--- src/rtl/cpu_clk_pkg.sv ---
// Shared encodings for the stepping clock controller: FSM states and run-mode constants.
package cpu_clk_pkg;

  typedef enum logic [1:0] {
    IDLE     = 2'd0,
    RUN      = 2'd1,
    FREE     = 2'd2,
    WAIT_REL = 2'd3
  } state_t;

  localparam logic [1:0] MODE_STEP  = 2'b00;
  localparam logic [1:0] MODE_BURST = 2'b01;
  localparam logic [1:0] MODE_FREE  = 2'b10;

endpackage

--- src/rtl/key_debounce.sv ---
// Two-flop synchronizer followed by a counting debouncer for a raw push-button.
module key_debounce #(
  parameter int DEB_CYCLES = 4
) (
  input  logic clk,
  input  logic rst,
  input  logic key_in,
  output logic key_db
);

  localparam logic [7:0] CNT_LAST = 8'(DEB_CYCLES - 1);

  logic [1:0] r_sync;
  logic [7:0] r_cnt;
  logic       r_key_db;

  assign key_db = r_key_db;

  // The counter only runs while the synchronized key disagrees with key_db;
  // any agreeing sample restarts the qualification window.
  always_ff @(posedge clk or posedge rst) begin
    if (rst) begin
      r_sync   <= 2'b00;
      r_cnt    <= 8'd0;
      r_key_db <= 1'b0;
    end else begin
      r_sync <= {r_sync[0], key_in};
      if (r_sync[1] != r_key_db) begin
        if (r_cnt == CNT_LAST) begin
          r_key_db <= r_sync[1];
          r_cnt    <= 8'd0;
        end else begin
          r_cnt <= r_cnt + 8'd1;
        end
      end else begin
        r_cnt <= 8'd0;
      end
    end
  end

endmodule

--- src/rtl/step_clk_ctrl.sv ---
// CPU clock-enable controller: single step, burst and free-run actions launched by a
// debounced key press. All outputs are registered from the next-state logic.
module step_clk_ctrl
  import cpu_clk_pkg::*;
#(
  parameter int DEB_CYCLES = 4,
  parameter int CNT_W      = 5
) (
  input  logic             clk,
  input  logic             rst,
  input  logic             key,
  input  logic [1:0]       mode,
  input  logic [CNT_W-1:0] burst_len,
  input  logic             halt,
  output logic             cpu_ce,
  output logic             busy,
  output logic             done,
  output logic [CNT_W-1:0] cycles_left,
  output state_t           o_dbg_state
);

  localparam logic [CNT_W:0] CNT_ONE  = (CNT_W+1)'(1);
  localparam logic [CNT_W:0] CNT_FULL = {1'b1, {CNT_W{1'b0}}};

  logic           w_key_db;
  logic           w_trig;
  logic           r_key_db_q;
  state_t         r_state;
  state_t         w_state_nxt;
  logic [CNT_W:0] r_cnt;
  logic [CNT_W:0] w_cnt_nxt;
  logic           w_done_nxt;
  logic           w_active_nxt;
  logic           r_cpu_ce;
  logic           r_busy;
  logic           r_done;
  logic [CNT_W-1:0] r_cycles_left;

  key_debounce #(
    .DEB_CYCLES(DEB_CYCLES)
  ) u_key_debounce (
    .clk    (clk),
    .rst    (rst),
    .key_in (key),
    .key_db (w_key_db)
  );

  assign w_trig = w_key_db & ~r_key_db_q;

  always_comb begin
    w_state_nxt = r_state;
    w_cnt_nxt   = r_cnt;
    w_done_nxt  = 1'b0;
    case (r_state)
      IDLE: begin
        if (w_trig && !halt) begin
          case (mode)
            MODE_BURST: begin
              w_state_nxt = RUN;
              w_cnt_nxt   = (burst_len == '0) ? CNT_FULL : {1'b0, burst_len};
            end
            MODE_FREE: w_state_nxt = FREE;
            default: begin
              w_state_nxt = RUN;
              w_cnt_nxt   = CNT_ONE;
            end
          endcase
        end
      end
      RUN: begin
        // halt wins over the final cycle, so an aborted last cycle gives no done
        if (halt) begin
          w_state_nxt = WAIT_REL;
          w_cnt_nxt   = '0;
        end else if (r_cnt == CNT_ONE) begin
          w_state_nxt = WAIT_REL;
          w_cnt_nxt   = '0;
          w_done_nxt  = 1'b1;
        end else begin
          w_cnt_nxt = r_cnt - CNT_ONE;
        end
      end
      FREE: begin
        if (halt || w_trig) w_state_nxt = WAIT_REL;
      end
      WAIT_REL: begin
        if (!w_key_db) w_state_nxt = IDLE;
      end
      default: w_state_nxt = IDLE;
    endcase
  end

  assign w_active_nxt = (w_state_nxt == RUN) || (w_state_nxt == FREE);

  // A full 2^CNT_W burst shows cycles_left = 0 on its first cycle (counter is one bit wider).
  always_ff @(posedge clk or posedge rst) begin
    if (rst) begin
      r_state       <= IDLE;
      r_cnt         <= '0;
      r_key_db_q    <= 1'b0;
      r_cpu_ce      <= 1'b0;
      r_busy        <= 1'b0;
      r_done        <= 1'b0;
      r_cycles_left <= '0;
    end else begin
      r_state       <= w_state_nxt;
      r_cnt         <= w_cnt_nxt;
      r_key_db_q    <= w_key_db;
      r_cpu_ce      <= w_active_nxt;
      r_busy        <= w_active_nxt;
      r_done        <= w_done_nxt;
      r_cycles_left <= (w_state_nxt == RUN) ? w_cnt_nxt[CNT_W-1:0] : '0;
    end
  end

  assign cpu_ce      = r_cpu_ce;
  assign busy        = r_busy;
  assign done        = r_done;
  assign cycles_left = r_cycles_left;
  assign o_dbg_state = r_state;

endmodule

--- config.mk ---
export PLATFORM = sky130hd
export DESIGN_NAME = step_clk_ctrl
export DESIGN_NICKNAME = d
export VERILOG_FILES = /design/src/rtl/cpu_clk_pkg.sv /design/src/rtl/key_debounce.sv /design/src/rtl/step_clk_ctrl.sv
export SDC_FILE = /design/constraint.sdc
export NUM_CORES = 1
export LEC_CHECK = 0
export BUFFER_PORTS_ARGS = -buffer_cell sky130_fd_sc_hd__buf_2
export CORE_MARGIN = 1.5
export CORE_UTILIZATION = 33
export CTS_BUF_LIST = sky130_fd_sc_hd__clkbuf_8 sky130_fd_sc_hd__clkbuf_16
export CTS_CLUSTER_DIAMETER = 60
export DETAILED_ROUTE_END_ITERATION = 8
export HOLD_SLACK_MARGIN = 0.12
export PLACE_DENSITY = 0.54
export SYNTH_ARGS = -nofsm -noshare
export SYNTH_HDL_FRONTEND = slang
export SYNTH_SLANG_ARGS = --single-unit
--- constraint.sdc ---
create_clock -name clk -period 3.7 [get_ports clk]
set_input_delay 0 -clock clk [delete_from_list [all_inputs] [get_ports clk]]
set_output_delay 0 -clock clk [all_outputs]
set_load 0.005 [all_outputs]
==> summary.md, run 1 <==
| Metric | Value |
|---|---|
| Post-synth top cells | `27 x dfrtp_1, 13 x nor2_1, 10 x inv_1` |
| CTS clk-pin slew, worst paths | `approximately 0.10 ns` |
| Synthesized area | `around 1400 um2` |
| Worst slew margin | `0.319` |
| Drt drc | `0` |
| Top-count cell post-synth | `dfrtp_1` |
| Post-route ant nets | `0` |
| Starting Density | `0.349` |
| Post-CTS Resized | `0` |
| XOR/XNOR Fraction of Synth Area | `0.0552` |
| DR vias/cell | `between 5 and 6` |
| FF-to-FF setup slack | `around 1.6 ns` |
| Worst slew pin tran | `just over 1 ns` |
| Worst skew pair latency | `~0.28 ns` |
| Lkg Pwr | `just under 0.8 nW` |
| Synth Instances | `143` |
| Final setup fails | `0` |
| Largest family of logic cells by synthesized area | `simple AND/OR/NAND/NOR gates` |
| Synth top area cells | `dfrtp_1 47%, ha_1 5.3%, xor2_1 3.7%, nor2_1 3.4%, inv_1 2.6%` |
| Post-synthesis cell type count | `43` |
| Core area | `4090 um2` |
| Die Y-Extent | `a little under 70 um` |
| Worst hold-check path type | `in -> reg` |
| Worst Slack Setup Final | `between 1.5 and 2 ns` |
| Largest net degree at the start of global routing | `28` |
| Wire per inst | `roughly 14 um` |
| Adder-cell share of the synthesized area | `0.0526` |
| Post-DP HPWL | `2.20 mm` |
| Site Rows | `23` |
| Post-route minimum period | `~2.1 ns` |
| Status | `completed` |
| IR Drop Worst-Case VDD | `~210 uV` |
| Async SR Flop Fraction | `1.00` |
| GRT Total Usage | `0.142` |
| Gp weighted congestion | `0.968` |
| Syn_nets | `160` |
| CTS H-tree depth | `1` |
| Post-synth EDFFs | `0` |
| Post-Syn Area per Cell | `9.98 um2` |
| Vias in the first global route | `between 1k and 1.5k` |
| Fillers | `between 400 and 500` |
| Final WL | `between 2 and 3 mm` |
| # diodes | `0` |
| WS Path Type | `reg -> reg` |
| Overflow after GRT | `0` |
| Sequential-to-total area share from yosys stat | `0.473` |
| Dominant cell type by area after synthesis | `dfrtp_1` |
| Final TNS setup | `0 ns` |
| CTS root buffer | `clkbuf_8` |
| Die area | `4730 um2` |
| Compound-Gate Fraction of Synth Area | `0.127` |
| Fraction of layout cells with a size suffix above 1 | `0.169` |
| Skew final | `just over 0.005 ns` |
| Pwr Density | `around 700 nW/um2` |
| Post-Synth Simple-Gate Area | `0.227` |
| IO Count | `21` |
| Most common flop cell mapped by yosys | `dfrtp_1` |
| Via count | `around 1.1k` |
| CP endpoint kind | `flip-flop` |
| CTS tree | `yes` |
| Pins Over Slew Limit | `0` |
| IO buf count | `20` |
| Total CTS buffers | `3` |
| CTS sink count | `27` |
| 1st-iter DRT viols | `35` |
| Die extent in x | `68.8 um` |
| Initial DRT Pass Iterations | `4` |
| Layout area overhead | `15.6%` |
| Yosys top cell area share | `0.473` |
| Startpoint Class | `flip-flop` |
| Tcrit/Tclk final | `0.575` |
| CTS max path bufs | `2` |
| YS warnings | `0` |
| First-pass GRT wire length | `slightly above 5 mm` |
| RSZ-0062 raised after global routing | `no` |
| Hold Vio Cnt, Final | `0` |
| Data required time of the worst path | `around 3.9 ns` |
| Place WS | `1.61 ns` |
| Max cap viols | `0` |
| Critical path data arrival time | `roughly 2.3 ns` |
| Register bit total from synthesis | `27` |
| Fmax | `470 MHz` |
| Max Fanout on Critical Path | `7` |
| Multiplexer share of the synthesized area | `0.0228` |
| Initial antenna violation count | `0` |
| # nets final | `about 180` |
==> state kept, by name, indices dropped and copies added (netlist names) <==
register               cells
r_cnt                      6
u_key_debounce.key_db      1
busy                       1
o_dbg_state                2
u_key_debounce.r_sync      2
r_key_db_q                 1
cycles_left                5
done                       1
u_key_debounce.r_cnt       8
==> power by group <==
| group | internal (W) | total (W) | switching [W] |
|---|---|---|---|
| Clock | 0.0000766 | 0.000174 | 0.0000971 |
| Sequential | 0.000380 | 0.000504 | 0.000124 |
| Combinational | 0.000222 | 0.000474 | 0.000252 |
==> path summary, 6_finish.rpt <==
path	end	cells past startpoint	start
max	cycles_left[3]	7	r_cnt[2]
min	o_dbg_state[0]	3	halt
max reg2reg	cycles_left[3]	7	r_cnt[2]
min reg2reg	u_key_debounce.r_sync[1]	0	u_key_debounce.r_sync[0]
max in group asynchronous	cycles_left[2]	3	rst
min in group asynchronous	cycles_left[1]	3	rst
==> per-stage QoR <==
step	power [W]	util	instance area, um2	cells	hold slack, ns
after CTS	0.00115	0.404	1650	216	0.131
after detailed placement	0.000979	0.385	1570	209	0.109
after global routing	0.00125	0.404	1650	216	0.154
after floorplan	0.000836	-	1430	143	0.0314
after global placement	0.000977	0.385	1570	209	0.111
final	0.00115	0.404	1650	216	0.131
==> cell type report <==
class | count | area (um2) | share of cell area
timing repair buffer | 23 | 130 | 0.0788
inverter | 11 | 41.3 | 0.0250
clock inverter | 1 | 7.51 | 0.00455
tap | 50 | 62.6 | 0.0379
multi-input combinational | 101 | 692 | 0.419
clock buffer | 3 | 41.3 | 0.0250
sequential | 27 | 676 | 0.409
==> worst max-delay path: stages, from the launching register on <==
cell     delay, ns
dfrtp_1       0.47
nor4_1        0.51
nand2_1       0.21
a21bo_1       0.21
mux2_2        0.26
ha_1          0.19
inv_1         0.10
a31oi_1       0.06
==> layer usage <==
layer | track usage | vias up | wire length, um
li1 | - | 555 | -
met1 | 0.226 | 513 | 1530
met2 | 0.192 | 42 | 1200
met3 | 0.0211 | 4 | 164
met4 | 0.0515 | 0 | 38
met5 | 0 | - | 0
==> timing repair <==
item | 4_1_cts | 5_1_grt
setup buffers | 0 | 0
endpoints found under the hold margin | 29 | 0
endpoints found under the setup margin | 0 | 0
hold buffers | 3 | 0
==> cell usage in the layout, fill, tap and decap left out, types with 5 or more instances in the layout <==
cell / netlist / routed
dfrtp_1: 27 / 27
buf_2: 0 / 20
nor2_1: 13 / 13
inv_1: 10 / 10
nand2_1: 9 / 9
nand3_1: 7 / 7
xor2_1: 6 / 6
ha_1: 6 / 6
a21oi_1: 5 / 5
and2_1: 5 / 5
==> cell families after synthesis <==
group                    Yosys count
AO/OA/AOI/OAI                     26
adder cells (fa/ha/maj)            6
XOR/XNOR                           9
buffers and inverters             15
AND/OR/NAND/NOR                   57
multiplexers                       3
flip-flops                        27
Power figures use the tool's default switching activity.
==> run 2: changes to the inputs <==
--- a/config.mk
+++ b/config.mk
@@ -5,6 +5,7 @@
 export SDC_FILE = /design/constraint.sdc
 export NUM_CORES = 1
 export LEC_CHECK = 0
+export ABC_AREA = 1
 export BUFFER_PORTS_ARGS = -buffer_cell sky130_fd_sc_hd__buf_2
 export CORE_MARGIN = 1.5
 export CORE_UTILIZATION = 33
==> constraint.sdc (replaced) <==
create_clock -name clk -period 2.1 [get_ports clk]
set_input_delay 0 -clock clk [delete_from_list [all_inputs] [get_ports clk]]
set_output_delay 0 -clock clk [all_outputs]
set_load 0.005 [all_outputs]
==> summary.md, run 2 <==
| Metric | Value |
|---|---|
| Status | `completed` |
| Post-Syn Area per Cell | `between 7 and 8 um2` |
| CP endpoint kind | `flip-flop` |
| Die Y-Extent | `about 72 um` |
| Core area | `4440 um2` |
| Most common flop cell mapped by yosys | `dfrtp_1` |
| Hold Crit Start | `burst_len[1]` |
| DR vias/cell | `around 4.7` |
| Most frequent cells in the layout | `68 x nand2_1, 29 x inv_1, 27 x dfrtp_1` |
| Worst slew pin tran | `0.382 ns` |
| Compound-Gate Fraction of Synth Area | `0.0312` |
| 1st-iter DRT viols | `44` |
| Post-route minimum period | `~1.6 ns` |
| Final instance area | `1800 um2` |
| IO buf count | `20` |
| Max cap viols | `0` |
| CTS clk-pin slew, worst paths | `around 0.09 ns` |
| # nets final | `~250` |
| Largest family of logic cells by synthesized area | `simple AND/OR/NAND/NOR gates` |
| Tcrit/Tclk final | `0.784` |
| Initial antenna violation count | `0` |
| XOR/XNOR Fraction of Synth Area | `0.0272` |
| First-pass GRT wire length | `~5.5 mm` |
| Total CTS buffers | `3` |
| Overflow after GRT | `0` |
| Hold Vio Cnt, Final | `0` |
| Pins Over Slew Limit | `0` |
| Core Util, Final | `0.405` |
| # diodes | `0` |
| Reg-to-Reg Start | `o_dbg_state[1]` |
| Via count | `between 1k and 1.5k` |
| CTS root buffer | `clkbuf_8` |
| Wire per inst | `approximately 11 um` |
| Worst hold-check path type | `in -> reg` |
| Top-count cell post-synth | `nand2_1` |
| Most used cell along the critical path | `nand2_1` |
| Data required time of the worst path | `2.27 ns` |
| Drt drc | `0` |
| Synthesized area | `1570 um2` |
| Multiplexer share of the synthesized area | `0` |
| Yosys top cell area share | `0.432` |
| Fraction of layout cells with a size suffix above 1 | `0.184` |
| Dominant cell type by area after synthesis | `dfrtp_1` |
| Synth Instances | `~210` |
| WS Path Type | `reg -> reg` |
| Die area | `between 5000 and 6000 um2` |
| Vias in the first global route | `about 1.2k` |
| IO Count | `21` |
| Skew final | `0.0127 ns` |
| Cts hold-fix bufs | `3` |
| Post-synthesis cell type count | `25` |
| CTS H-tree depth | `1` |
| Worst slew margin | `0.744` |
| Post-Synth Simple-Gate Area | `0.369` |
| Synth top area cells | `dfrtp_1 43%, nand2_1 16%, inv_1 7.0%, nor2_1 5.8%, nand3_1 5.1%` |
| Post-CTS Resized | `0` |
| Worst skew pair latency | `about 0.27 ns` |
| Post-synth EDFFs | `0` |
| Final TNS setup | `0 ns` |
| Post-synth top cells | `68 x nand2_1, 29 x inv_1, 27 x dfrtp_1` |
| Commonest non-fill, non-tap cell in the layout | `nand2_1` |
| Post-route ant nets | `0` |
| Largest net degree at the start of global routing | `28` |
| Hold WS | `about 0.16 ns` |
| Pwr Density | `between 1000 and 1500 nW/um2` |
| IR Drop Worst-Case VDD | `~730 uV` |
| Non-Filler Instances | `approximately 290` |
| Gp weighted congestion | `slightly below 0.9` |
| Register bit total from synthesis | `27` |
| CTS tree | `yes` |
| Die extent in x | `71.9 um` |
| Critical-path cell list | `nor2_2 -> nand2_1 -> nand2_1 -> nand2_1 -> ha_1 -> a21boi_1` |
| Placed insts | `approximately 280` |
| Syn_nets | `around 230` |
| Site Rows | `24` |
| Post-DP HPWL | `2.48 mm` |
| CP max stage delay | `approximately 0.52 ns` |
| Initial DRT Pass Iterations | `6` |
| Lkg Pwr | `approximately 0.99 nW` |
| Max reg flops | `8` |
| Sequential-to-total area share from yosys stat | `0.432` |
| Startpoint Class | `flip-flop` |
| Critical path data arrival time | `1.81 ns` |
| Starting Density | `0.352` |
| CTS max path bufs | `2` |
| Layout area overhead | `14.9%` |
| GRT Total Usage | `0.133` |
| Adder-cell share of the synthesized area | `0.0480` |
| Max Fanout on Critical Path | `9` |
| Final WL | `3.14 mm` |
| Reg with most FFs | `u_key_debounce.r_cnt` |
| CP max-delay cell | `dfrtp_1` |
| Final setup fails | `0` |
| Fmax | `607 MHz` |
| Worst Setup SP | `o_dbg_state[1]` |
| Setup bufs post-CTS | `0` |
| YS warnings | `0` |
| CTS sink count | `27` |
| Async SR Flop Fraction | `1.00` |
| Placed inst area | `~1700 um2` |
| RSZ-0062 raised after global routing | `no` |
run 2: per-stage QoR:
stage          setup slack (ns)  power [W]
2_1_floorplan             0.660    0.00157
3_3_place_gp              0.543    0.00186
3_5_place_dp              0.470    0.00184
4_1_cts                   0.450    0.00215
5_1_grt                   0.330    0.00232
6_report                  0.453    0.00212
run 2: kinds of logic (layout without fill, tap and decap cells):
family	after synthesis	after routing
compound gates	9	9
xor+xnor	4	4
fa+ha+maj	6	6
buf+inv	35	61
flops	27	27
simple gates	127	127
run 2: area by class of cell:
cell class	instances	area [um2]
Inverter	33	126
Clock inverter	1	7.51
Sequential cell	27	676
Tap cell	52	65.1
Multi-Input combinational cell	146	744
Fill cell	459	2650
Timing Repair Buffer	24	138
Clock buffer	3	41.3
run 2: power breakdown:
group | switching (W) | total (W) | internal, W
combinational | 0.000588 | 0.000970 | 0.000382
sequential | 0.000181 | 0.000863 | 0.000682
clock | 0.000151 | 0.000285 | 0.000134
run 2: final timing paths:
path                                                 end  slack [ns]  cells past startpoint
min in group asynchronous        u_key_debounce.r_cnt[0]        0.32                      4
worst max register to register            cycles_left[0]        0.45                      6
worst max-delay path                      cycles_left[0]        0.45                      6
max in group asynchronous                       r_cnt[0]        1.52                      4
worst min-delay path                            r_cnt[5]        0.16                      6
worst min register to register  u_key_debounce.r_sync[1]        0.34                      0
run 2: critical path, delay by kind of cell (launching register included):
family / cells / cell delay [ns]
AND/OR/NAND/NOR: 4 / 0.60
flip-flops: 1 / 0.52
adder cells (fa/ha/maj): 1 / 0.27
AO/OA/AOI/OAI: 1 / 0.15
run 2: metal layers:
layer,GRT usage,part of all wire,vias to the layer above
li1,-,-,687
met1,0.172,0.47,624
met2,0.230,0.49,23
met3,0.0323,0.030,2
met4,0.0189,0.0029,0
met5,0,0,-
==> run 3: changes to the inputs <==
--- a/config.mk
+++ b/config.mk
@@ -13,7 +13,7 @@
 export CTS_CLUSTER_DIAMETER = 60
 export DETAILED_ROUTE_END_ITERATION = 8
 export HOLD_SLACK_MARGIN = 0.12
-export PLACE_DENSITY = 0.54
+export PLACE_DENSITY = 0.55
 export SYNTH_ARGS = -nofsm -noshare
 export SYNTH_HDL_FRONTEND = slang
 export SYNTH_SLANG_ARGS = --single-unit
==> constraint.sdc (replaced) <==
create_clock -name clk -period 1.45 [get_ports clk]
set_input_delay 0 -clock clk [delete_from_list [all_inputs] [get_ports clk]]
set_output_delay 0 -clock clk [all_outputs]
set_load 0.005 [all_outputs]
==> summary.md, run 3 (synthesis gave the netlist of run 2 again) <==
| Metric | Value |
|---|---|
| Status | `completed` |
| Worst skew pair latency | `between 0.2 and 0.3 ns` |
| Fillers | `about 460` |
| Placed insts | `296` |
| Final WL | `roughly 3.4 mm` |
| Switching power total | `approximately 0.0015 W` |
| Worst hold-check path type | `in -> reg` |
| CTS sink count | `27` |
| # nets final | `270` |
| Startpoint Class | `flip-flop` |
| Via count | `about 1.4k` |
| Die extent in x | `between 70 and 80 um` |
| Critical path data arrival time | `~1.6 ns` |
| WL met3 | `~90 um` |
| Die Y-Extent | `71.9 um` |
| Site Rows | `24` |
| Sw Ratio | `0.420` |
| CP endpoint kind | `flip-flop` |
| Wire per inst | `around 11 um` |
| Final TNS setup | `0 ns` |
| Overflow after GRT | `0` |
| Commonest non-fill, non-tap cell in the layout | `nand2_1` |
| Reg with most FFs | `u_key_debounce.r_cnt` |
| Worst slew pin tran | `0.342 ns` |
| Largest net degree at the start of global routing | `28` |
| # diodes | `0` |
| Final setup fails | `0` |
| IO buf count | `20` |
| IO Count | `21` |
| Post-route minimum period | `about 1.4 ns` |
| DR vias/cell | `~4.4` |
| Drt drc | `0` |
| Total CTS buffers | `3` |
| Hold Vio Cnt, Final | `0` |
| Initial antenna violation count | `0` |
| Max Fanout on Critical Path | `5` |
| IR Drop Worst-Case VDD | `roughly 1100 uV` |
| Non-Filler Instances | `304` |
| Seq pwr share | `0.329` |
| Pwr Density | `roughly 1800 nW/um2` |
| CTS tree | `yes` |
| 1st-iter DRT viols | `a little over 60` |
| Data required time of the worst path | `1.65 ns` |
| Starting Density | `0.352` |
| Int Pwr | `0.00208 W` |
| Skew final | `approximately 0.0010 ns` |
| WS Path Type | `reg -> reg` |
| Fmax | `just over 700 MHz` |
| Pins Over Slew Limit | `0` |
| First-pass GRT wire length | `roughly 6.3 mm` |
| RSZ-0062 raised after global routing | `yes` |
| GRT Total Usage | `0.152` |
| Worst slew margin | `0.772` |
| Metal2 WL | `roughly 1.5 mm` |
| Lkg Pwr | `about 1.1 nW` |
| Most frequent cells in the layout | `65 x nand2_1, 26 x inv_1, 25 x dfrtp_1` |
| Gp weighted congestion | `between 0.7 and 0.8` |
| Max reg flops | `8` |
| Tcrit/Tclk final | `0.962` |
| Pwr Total | `0.00358 W` |
| CTS root buffer | `clkbuf_8` |
| Core area | `about 4400 um2` |
| CTS H-tree depth | `1` |
| M1 wire length | `about 1.8 mm` |
| Post-route ant nets | `0` |
| Comb pwr share | `0.553` |
| Share of total power in the clock network | `0.118` |
| Vias in the first global route | `between 1k and 1.5k` |
| CTS clk-pin slew, worst paths | `about 0.090 ns` |
| Layout area overhead | `28.1%` |
| Post-DP HPWL | `about 2.6 mm` |
| Fraction of layout cells with a size suffix above 1 | `0.294` |
| Die area | `just over 5000 um2` |
| Initial DRT Pass Iterations | `6` |
| CTS max path bufs | `2` |
| Highest metal used | `met4` |
| Max cap viols | `0` |
run 3: cell count changes in the layout (fill, tap and decap cells not counted), sizes merged:
cell      before  now
buf           21   39
clkinv         0    1
clkinvlp       1    0
run 3: path summary, 6_finish.rpt:
path	to	slack, ns	cells past startpoint	start
min in group asynchronous	u_key_debounce.r_cnt[0]	0.32	4	rst
hold / removal	r_cnt[5]	0.15	6	burst_len[1]
setup reg to reg	cycles_left[0]	0.05	8	o_dbg_state[0]
max in group asynchronous	o_dbg_state[1]	0.86	4	rst
setup / recovery	cycles_left[0]	0.05	8	o_dbg_state[0]
hold reg to reg	u_key_debounce.r_sync[1]	0.36	0	u_key_debounce.r_sync[0]
run 3: per-layer routing:
| layer | vias to the layer above | track usage |
|---|---|---|
| li1 | 726 | - |
| met1 | 606 | 0.228 |
| met2 | 18 | 0.229 |
| met3 | 2 | 0.0309 |
| met4 | 0 | 0.0252 |
| met5 | - | 0 |
run 3: power groups by stage:
stage               Clock [W]  Sequential [W]  Combinational, W
floorplan                   0         0.00119           0.00108
global placement            0         0.00117           0.00176
detailed placement          0         0.00116           0.00177
CTS                  0.000435         0.00115           0.00179
global route         0.000472         0.00121           0.00229
finish               0.000424         0.00118           0.00198
run 3: timing repair:
item,CTS,global route
endpoints found under the hold margin,29,0
cloned,0,0
gates resized for setup,1,18
setup buffers,0,1
setup endpoints to repair,1,6
pin swaps,0,3
hold buffers,3,0
run 3: through the flow:
stage / utilization / worst slack (ns) / hold WS (ns) / area [um2]
6_report: 0.451 / 0.0545 / 0.155 / 2000
5_1_grt: 0.451 / -0.0611 / 0.233 / 2000
4_1_cts: 0.433 / 0.000538 / 0.161 / 1930
3_5_place_dp: 0.416 / -0.0164 / 0.0767 / 1850
3_3_place_gp: 0.416 / -0.000100 / 0.0792 / 1850
2_1_floorplan: - / 0.0103 / 0.0314 / 1570
run 3: layout make-up:
type | count | area [um2] | share of cell area
Multi-Input combinational cell | 146 | 816 | 0.407
Inverter | 33 | 126 | 0.0630
Timing Repair Buffer | 42 | 273 | 0.136
Sequential cell | 27 | 678 | 0.338
Clock inverter | 1 | 5.00 | 0.00250
Tap cell | 52 | 65.1 | 0.0325
Clock buffer | 3 | 41.3 | 0.0206
run 3: worst max-delay path, stage by stage (launching register included):
cell,delay (ns)
dfrtp_2,0.43
inv_2,0.06
nor2_1,0.08
nor2_1,0.06
a31oi_1,0.19
nand2_2,0.10
inv_2,0.07
ha_4,0.15
a21boi_2,0.18
